--- src/rtl/dmem_pkg.sv ---
// Shared constants and helpers for the data memory: default geometry and the
// byte-address to word-index mapping.
package dmem_pkg;

  localparam int DEFAULT_DATA_W = 32;
  localparam int DEFAULT_DEPTH  = 64;

  // Word index is the byte address with the two byte-offset bits dropped,
  // kept to aw bits; the caller narrows the result to its own index width.
  function automatic logic [31:0] word_index(input logic [31:0] addr, input int unsigned aw);
    logic [31:0] mask;
    mask = (32'd1 << aw) - 32'd1;
    return (addr >> 2) & mask;
  endfunction

endpackage

--- src/rtl/dmem_array.sv ---
// Register-array storage: asynchronous reset loads word i with the value i,
// one synchronous write port, one combinational read port.
module dmem_array
  import dmem_pkg::*;
#(
  parameter int DATA_W = DEFAULT_DATA_W,
  parameter int DEPTH  = DEFAULT_DEPTH
) (
  input  logic                     clk,
  input  logic                     reset,
  input  logic                     we,
  input  logic [$clog2(DEPTH)-1:0] idx,
  input  logic [DATA_W-1:0]        wdata,
  output logic [DATA_W-1:0]        rdata
);

  logic [DATA_W-1:0] mem_q [DEPTH];
  logic [DATA_W-1:0] mem_d [DEPTH];

  always_comb begin
    mem_d = mem_q;
    if (we) begin
      mem_d[idx] = wdata;
    end
  end

  // Reset dominates, so writes presented while reset is high never land.
  always_ff @(posedge clk or posedge reset) begin
    if (reset) begin
      for (int i = 0; i < DEPTH; i++) begin
        mem_q[i] <= DATA_W'(i);
      end
    end else begin
      mem_q <= mem_d;
    end
  end

  assign rdata = mem_q[idx];

endmodule

--- src/rtl/data_memory.sv ---
// Word-addressed data memory with byte-address decode and out-of-range masking.
// Optional alignment checking is compiled in with DMEM_ALIGN_CHECK_EN.
module data_memory
  import dmem_pkg::*;
#(
  parameter int DATA_W = DEFAULT_DATA_W,
  parameter int DEPTH  = DEFAULT_DEPTH
) (
  input  logic              clk,
  input  logic              reset,
  input  logic              write,
  input  logic [31:0]       address,
  input  logic [DATA_W-1:0] write_data,
  output logic [DATA_W-1:0] read_data
`ifdef DMEM_ALIGN_CHECK_EN
  ,
  output logic              misaligned
`endif
);

  localparam int AW = $clog2(DEPTH);

  logic [AW-1:0]     word_idx;
  logic              in_range;
  logic              access_ok;
  logic [DATA_W-1:0] array_rdata;

  assign word_idx = AW'(word_index(address, AW));
  // Any set bit above the word-index field addresses past the last word.
  assign in_range = ((address >> (AW + 2)) == 32'd0);

`ifdef DMEM_ALIGN_CHECK_EN
  assign misaligned = (address[1:0] != 2'b00);
  assign access_ok  = in_range & ~misaligned;
`else
  assign access_ok  = in_range;
`endif

  dmem_array #(
    .DATA_W(DATA_W),
    .DEPTH (DEPTH)
  ) u_array (
    .clk  (clk),
    .reset(reset),
    .we   (write & access_ok),
    .idx  (word_idx),
    .wdata(write_data),
    .rdata(array_rdata)
  );

  assign read_data = access_ok ? array_rdata : '0;

endmodule

--- config.mk ---
export PLATFORM = sky130hd
export DESIGN_NAME = data_memory
export DESIGN_NICKNAME = d
export VERILOG_FILES = /design/src/rtl/dmem_pkg.sv /design/src/rtl/dmem_array.sv /design/src/rtl/data_memory.sv
export SDC_FILE = /design/constraint.sdc
export NUM_CORES = 2
export LEC_CHECK = 0
export CAP_MARGIN = 20
export CORE_ASPECT_RATIO = 0.9
export CORE_MARGIN = 2
export CORE_UTILIZATION = 63
export CTS_CLUSTER_SIZE = 25
export DETAILED_ROUTE_END_ITERATION = 12
export PLACE_DENSITY = 0.85
export SLEW_MARGIN = 10
export SYNTH_ARGS = -nofsm -noshare
export SYNTH_HDL_FRONTEND = slang
export SYNTH_SLANG_ARGS = --single-unit
--- constraint.sdc ---
create_clock -name clk -period 87.1 [get_ports clk]
set_input_delay 17.42 -clock clk [delete_from_list [all_inputs] [get_ports clk]]
set_output_delay 17.42 -clock clk [all_outputs]
set_load 0.02 [all_outputs]
=== After elaboration in Yosys (flattened, before gate mapping) ===
Index checks and enable logic that the tools add are counted.

* Order comparisons: 2
* Multiplexer cells: 7
* Bitwise operators: 2
* Reduce and logical (&&, ||, !) cells: 2

{| class="wikitable"
|+ Operators by type and width
! cell !! number
|-
| bitwise mux 2048 bit || 1
|-
| binary-select mux 32 bit (select 6 bit) || 1
|-
| demux 32 bit (select 6 bit) || 1
|-
| two-way mux 32 bit || 4
|-
| logical NOT 32 bit || 1
|-
| >= comparator 7 bit, second input constant || 1
|-
| less-than comparator 7 x 1 -> 1 bit, second input constant || 1
|-
| NOT 6 -> 7 bit || 1
|-
| bitwise AND 1 bit || 1
|-
| logical AND 1 bit || 1
|}

* Register bits after elaboration: 2048
* Input port bits: 67
* Output and inout port bits: 32
* Logic and storage cells: 77

=== Logic depth before layout (Yosys ltp) ===
* Depth after elaboration: 6
* Mapped depth: 10
* Gate-level depth less buffers: 6

=== Hierarchy ===
Synthesis repeated with hierarchy kept, for this count alone.

* Cell total of the unflattened synthesis: 6812
* Area, all modules: 92301.0 um^2

{| class="wikitable"
|+ Modules (own cells, without submodules)
! module !! instances !! cells each !! area an instance (um^2) !! seq. area each (um^2)
|-
| dmem_array || 1 || 6765 || 91969.5 || 51489.4
|-
| data_memory || 1 || 47 || 331.6 || 0.0
|}

=== Worst setup path after synthesis ===
Ideal clock, no wire load.

* Kind: input port to output port
* Start point: in address[4]
* End point: out read_data[27]
* Data arrival time: 19.187 ns
* Required time: 69.680 ns
* Slack: 50.493 ns
* Cell stages on the path: 8
* Buffers on the path: 6
* Path through: buf_2 buf_4 buf_2 buf_2 buf_2 clkbuf_1 a311oi_1 a41oi_1

* Cells in the longest elaborated chain, start to end: 5

{| class="wikitable"
|+ RTL lines
! what !! RTL line !! source
|-
| start, declared || data_memory.sv:12 || <nowiki>input logic [31:0] address,</nowiki>
|-
| NOT 6 -> 7 bit (implied by the code) || dmem_array.sv:38 || <nowiki>assign rdata = mem_q[idx];</nowiki>
|-
| binary-select mux 32 bit (select 6 bit) || dmem_array.sv:38 ||
|-
| two-way mux 32 bit (implied by the code) (2 in series) || dmem_array.sv:38 ||
|-
| two-way mux 32 bit || data_memory.sv:51 || <nowiki>assign read_data = access_ok ? array_rdata : '0;</nowiki>
|-
| end, declared || data_memory.sv:14 || <nowiki>output logic [DATA_W-1:0] read_data</nowiki>
|}

No other way between the ends. The select of a mux whose other input is x is not followed.

=== Final worst setup path ===
* Start point: in address[4]
* End point: out read_data[9]

Same word-level chain as after synthesis.

==> metrics.csv <==
stage,metric,value,unit
run_status,run status,"complete, no violations",
detailed_routing,Vias,65500,
critical_path,crit path cell chain,buf_8 -> buf_4 -> buf_12 -> buf_4 -> buf_4 -> nor2b_1 -> buf_4 -> a22oi_1 -> o22a_1 -> o2111a_1 -> a41oi_1 -> clkdlybuf4s50_1,
clock_tree,TritonCTS clock tree,yes,
logic_synthesis,Post-Syn Area per Cell,13.7,um^2
critical_path,worst reg-to-reg setup slack,86.25,ns
layout,max FFs per register,2048,
logic_synthesis,largest area contributor in the netlist,dfrtp_1,
critical_path,CP max FO,102,
logic_synthesis,Synth Register Bits,2048,
floorplanning,Chip Width,409,um
critical_path,Setup crit end kind,output pin,
clock_tree,clk buf depth,3,
logic_synthesis,Yosys warning count,0,
logic_synthesis,Main synth FF type,dfrtp_1,
floorplanning,IO Pins,99,
layout,share of cells above drive strength 1,39.8,%
detailed_routing,post-route ant nets,0,
placement,Post-DP HPWL,163000,um
logic_synthesis,Synth Instances,6790,
global_routing,gr ovfl total,0,
detailed_routing,drt first-iter violations,9666,
placement,port bufs,96,
timing,Fin Clk Skew,0,ns
logic_synthesis,Mapped Area,92800,um^2
clock_tree,clk sinks,2048,
timing,f_max,24.7,MHz
global_routing,largest net degree at the start of global routing,198,
critical_path,R2R cell count,1,
placement,GP Congestion,0.871,
pwr,maximum vdd drop,20.6,uV
layout,Largest regs,u_array.mem_q (2048),
critical_path,CP startpoint kind,input pin,
logic_synthesis,synth cell count leaders,"dfrtp_1, mux2_2, a221oi_1",
logic_synthesis,most frequent cell after synthesis,dfrtp_1,
global_routing,number of global-route vias before repair,66500,
logic_synthesis,Synth Net Count,6857,
logic_synthesis,"EDFF count, synth",0,
detailed_routing,drt first pass iters,8,
clock_tree,CTS H-tree lvls,4,
logic_synthesis,share of the synthesized area in the top cell type,50.0,%
pwr,P per Cell Area,19.1,nW/um^2
pwr,P_leak,48.2,nW
layout,Largest Register,u_array.mem_q,
logic_synthesis,asr flop ratio synth,100,%
critical_path,CP Class,input pin to output pin,
critical_path,crit-path most repeated cell,buf_4,
timing,worst slew pin tran,1.27,ns
critical_path,critical path's largest stage delay,0.77,ns
clock_tree,CTS Buf Count,198,
clock_tree,Post-CTS Setup Bufs,0,
critical_path,data arrival time of the critical path,23.10,ns
clock_tree,clk slew on worst S/H paths,0.06,ns
critical_path,R2R Path Start,u_array.mem_q[1910],
detailed_routing,WL/cell,35.3,um
detailed_routing,routed wire length,305000,um
clock_tree,Resized Gates After CTS,0,
critical_path,beginning of the critical path,address[4],
min_path,HP Class,register to register,
pwr,Design Power,1.94,mW
floorplanning,Core ar.,146000,um^2
timing,Max transition margin,15.3,%
timing,RSZ-0062 raised after global routing,false,
floorplanning,Total Die Area,150000,um^2
detailed_routing,Vias/cell,7.57,
logic_synthesis,Area contributors post-synth,"dfrtp_1, mux2_2, dfstp_2",
clock_tree,Root Driver,clkbuf_16,
floorplanning,row cnt,133,
layout,NumNets Final,6576,
logic_synthesis,Yosys cell types,63,
logic_synthesis,sequential-to-total area share from yosys stat,55.5,%
clock_tree,CTS Hold Bufs,0,
timing,Max Slew Vio Count,0,
critical_path,"Max stage delay cell, worst path",buf_4,
floorplanning,Initial Util,63.5,%
min_path,Hold Crit Start,u_array.mem_q[1512],
timing,"Min Clock Period, post-route",40.52,ns
detailed_routing,DRC,0,
floorplanning,die height,368,um
critical_path,CP required,69.68,ns
critical_path,Reg2Reg Capture Point,u_array.mem_q[1910],
layout,synthesis-to-finish area growth,9.43,%
flow_run,maxcap violations,0,
clock_tree,clock insertion delay at the later pin of the skew report,0.85,ns
critical_path,crit path to,read_data[9],
timing,crit share post-route,46.5,%
timing,"Setup violations, final",0,
timing,Hold Fails Final Rpt,0,
global_routing,GR Util All Layers,40.2,%
timing,Setup TNS,0,ns
global_routing,first-pass GRT wire length,446000,um
global_routing,initial antenna violation count,19,
worst min path at each step:
stage | cells after the start | slack [ns] | end
2_1_floorplan | 1 | 0.45 | u_array.mem_q[1033]
3_3_place_gp | 1 | 0.46 | u_array.mem_q[1864]
3_5_place_dp | 1 | 0.47 | u_array.mem_q[1467]
4_1_cts | 1 | 0.48 | u_array.mem_q[1467]
5_1_grt | 1 | 0.50 | u_array.mem_q[1892]
6_report | 1 | 0.48 | u_array.mem_q[1512]
cell families after synthesis:
family | Yosys count | synth area share [%]
compound gates | 1203 | 9.85
buf+inv | 755 | 3.71
flops | 2048 | 55.5
mux | 2301 | 28.6
simple gates | 483 | 2.33
power by group:
part	switching, mW	internal (mW)
logic	0.0860	0.0213
clock network	0.383	0.500
registers	0.0000000171	0.952
total	0.469	1.47
metrics by stage:
step           instance area [um^2]  setup WS (ns)  util (%)  hold slack, ns  cells
2_1_floorplan                 92800          12.15         -           0.452   6790
5_1_grt                      102000          46.67      69.5           0.497   8641
6_report                     102000          46.58      69.5           0.484   8648
3_3_place_gp                  94400          46.94      64.6           0.462   8247
3_5_place_dp                  94400          46.90      64.6           0.471   8247
4_1_cts                      101000          46.88      69.2           0.485   8620
placed cells by master, fill, tap and decap left out, drive strengths merged, types with 11 or more instances in the layout:
cell / instances
nand3: 14
a31oi: 13
a21oi: 103
inv: 15
dfstp: 192
clkbuf: 308
a22oi: 118
nand4: 12
mux4: 71
a22o: 25
nor2: 352
clkdlybuf4s50: 61
mux2i: 105
nand2: 52
buf: 209
mux2: 2125
bufinv: 11
o21ai: 216
dfrtp: 1856
a221oi: 561
a221o: 31
clkinv: 42
o22a: 13
o22ai: 35
and3: 12
a41oi: 12
critical path: cells and delay by family:
kind	cells	cell delay (ns)
compound gates	4	1.18
buf+inv	7	3.92
simple gates	1	0.38
layer usage:
layer | share of wire (%) | track usage, % | vias to the layer above
met4 | 7.6 | 26.5 | 12
met5 | 0.028 | 0.0958 | -
li1 | - | - | 24900
met3 | 14 | 15.4 | 1417
met2 | 43 | 57.1 | 5356
met1 | 36 | 51.5 | 33800
final cells by class:
cell class / instances / area, um^2
Antenna cell: 9 / 22.5
Timing Repair Buffer: 270 / 2530
Fill cell: 9272 / 44500
Multi-Input combinational cell: 3987 / 38400
Clock buffer: 308 / 5890
Clock inverter: 65 / 767
Sequential cell: 2048 / 51500
Inverter: 4 / 37.5
Tap cell: 1957 / 2450
Power figures use the tool's default switching activity.
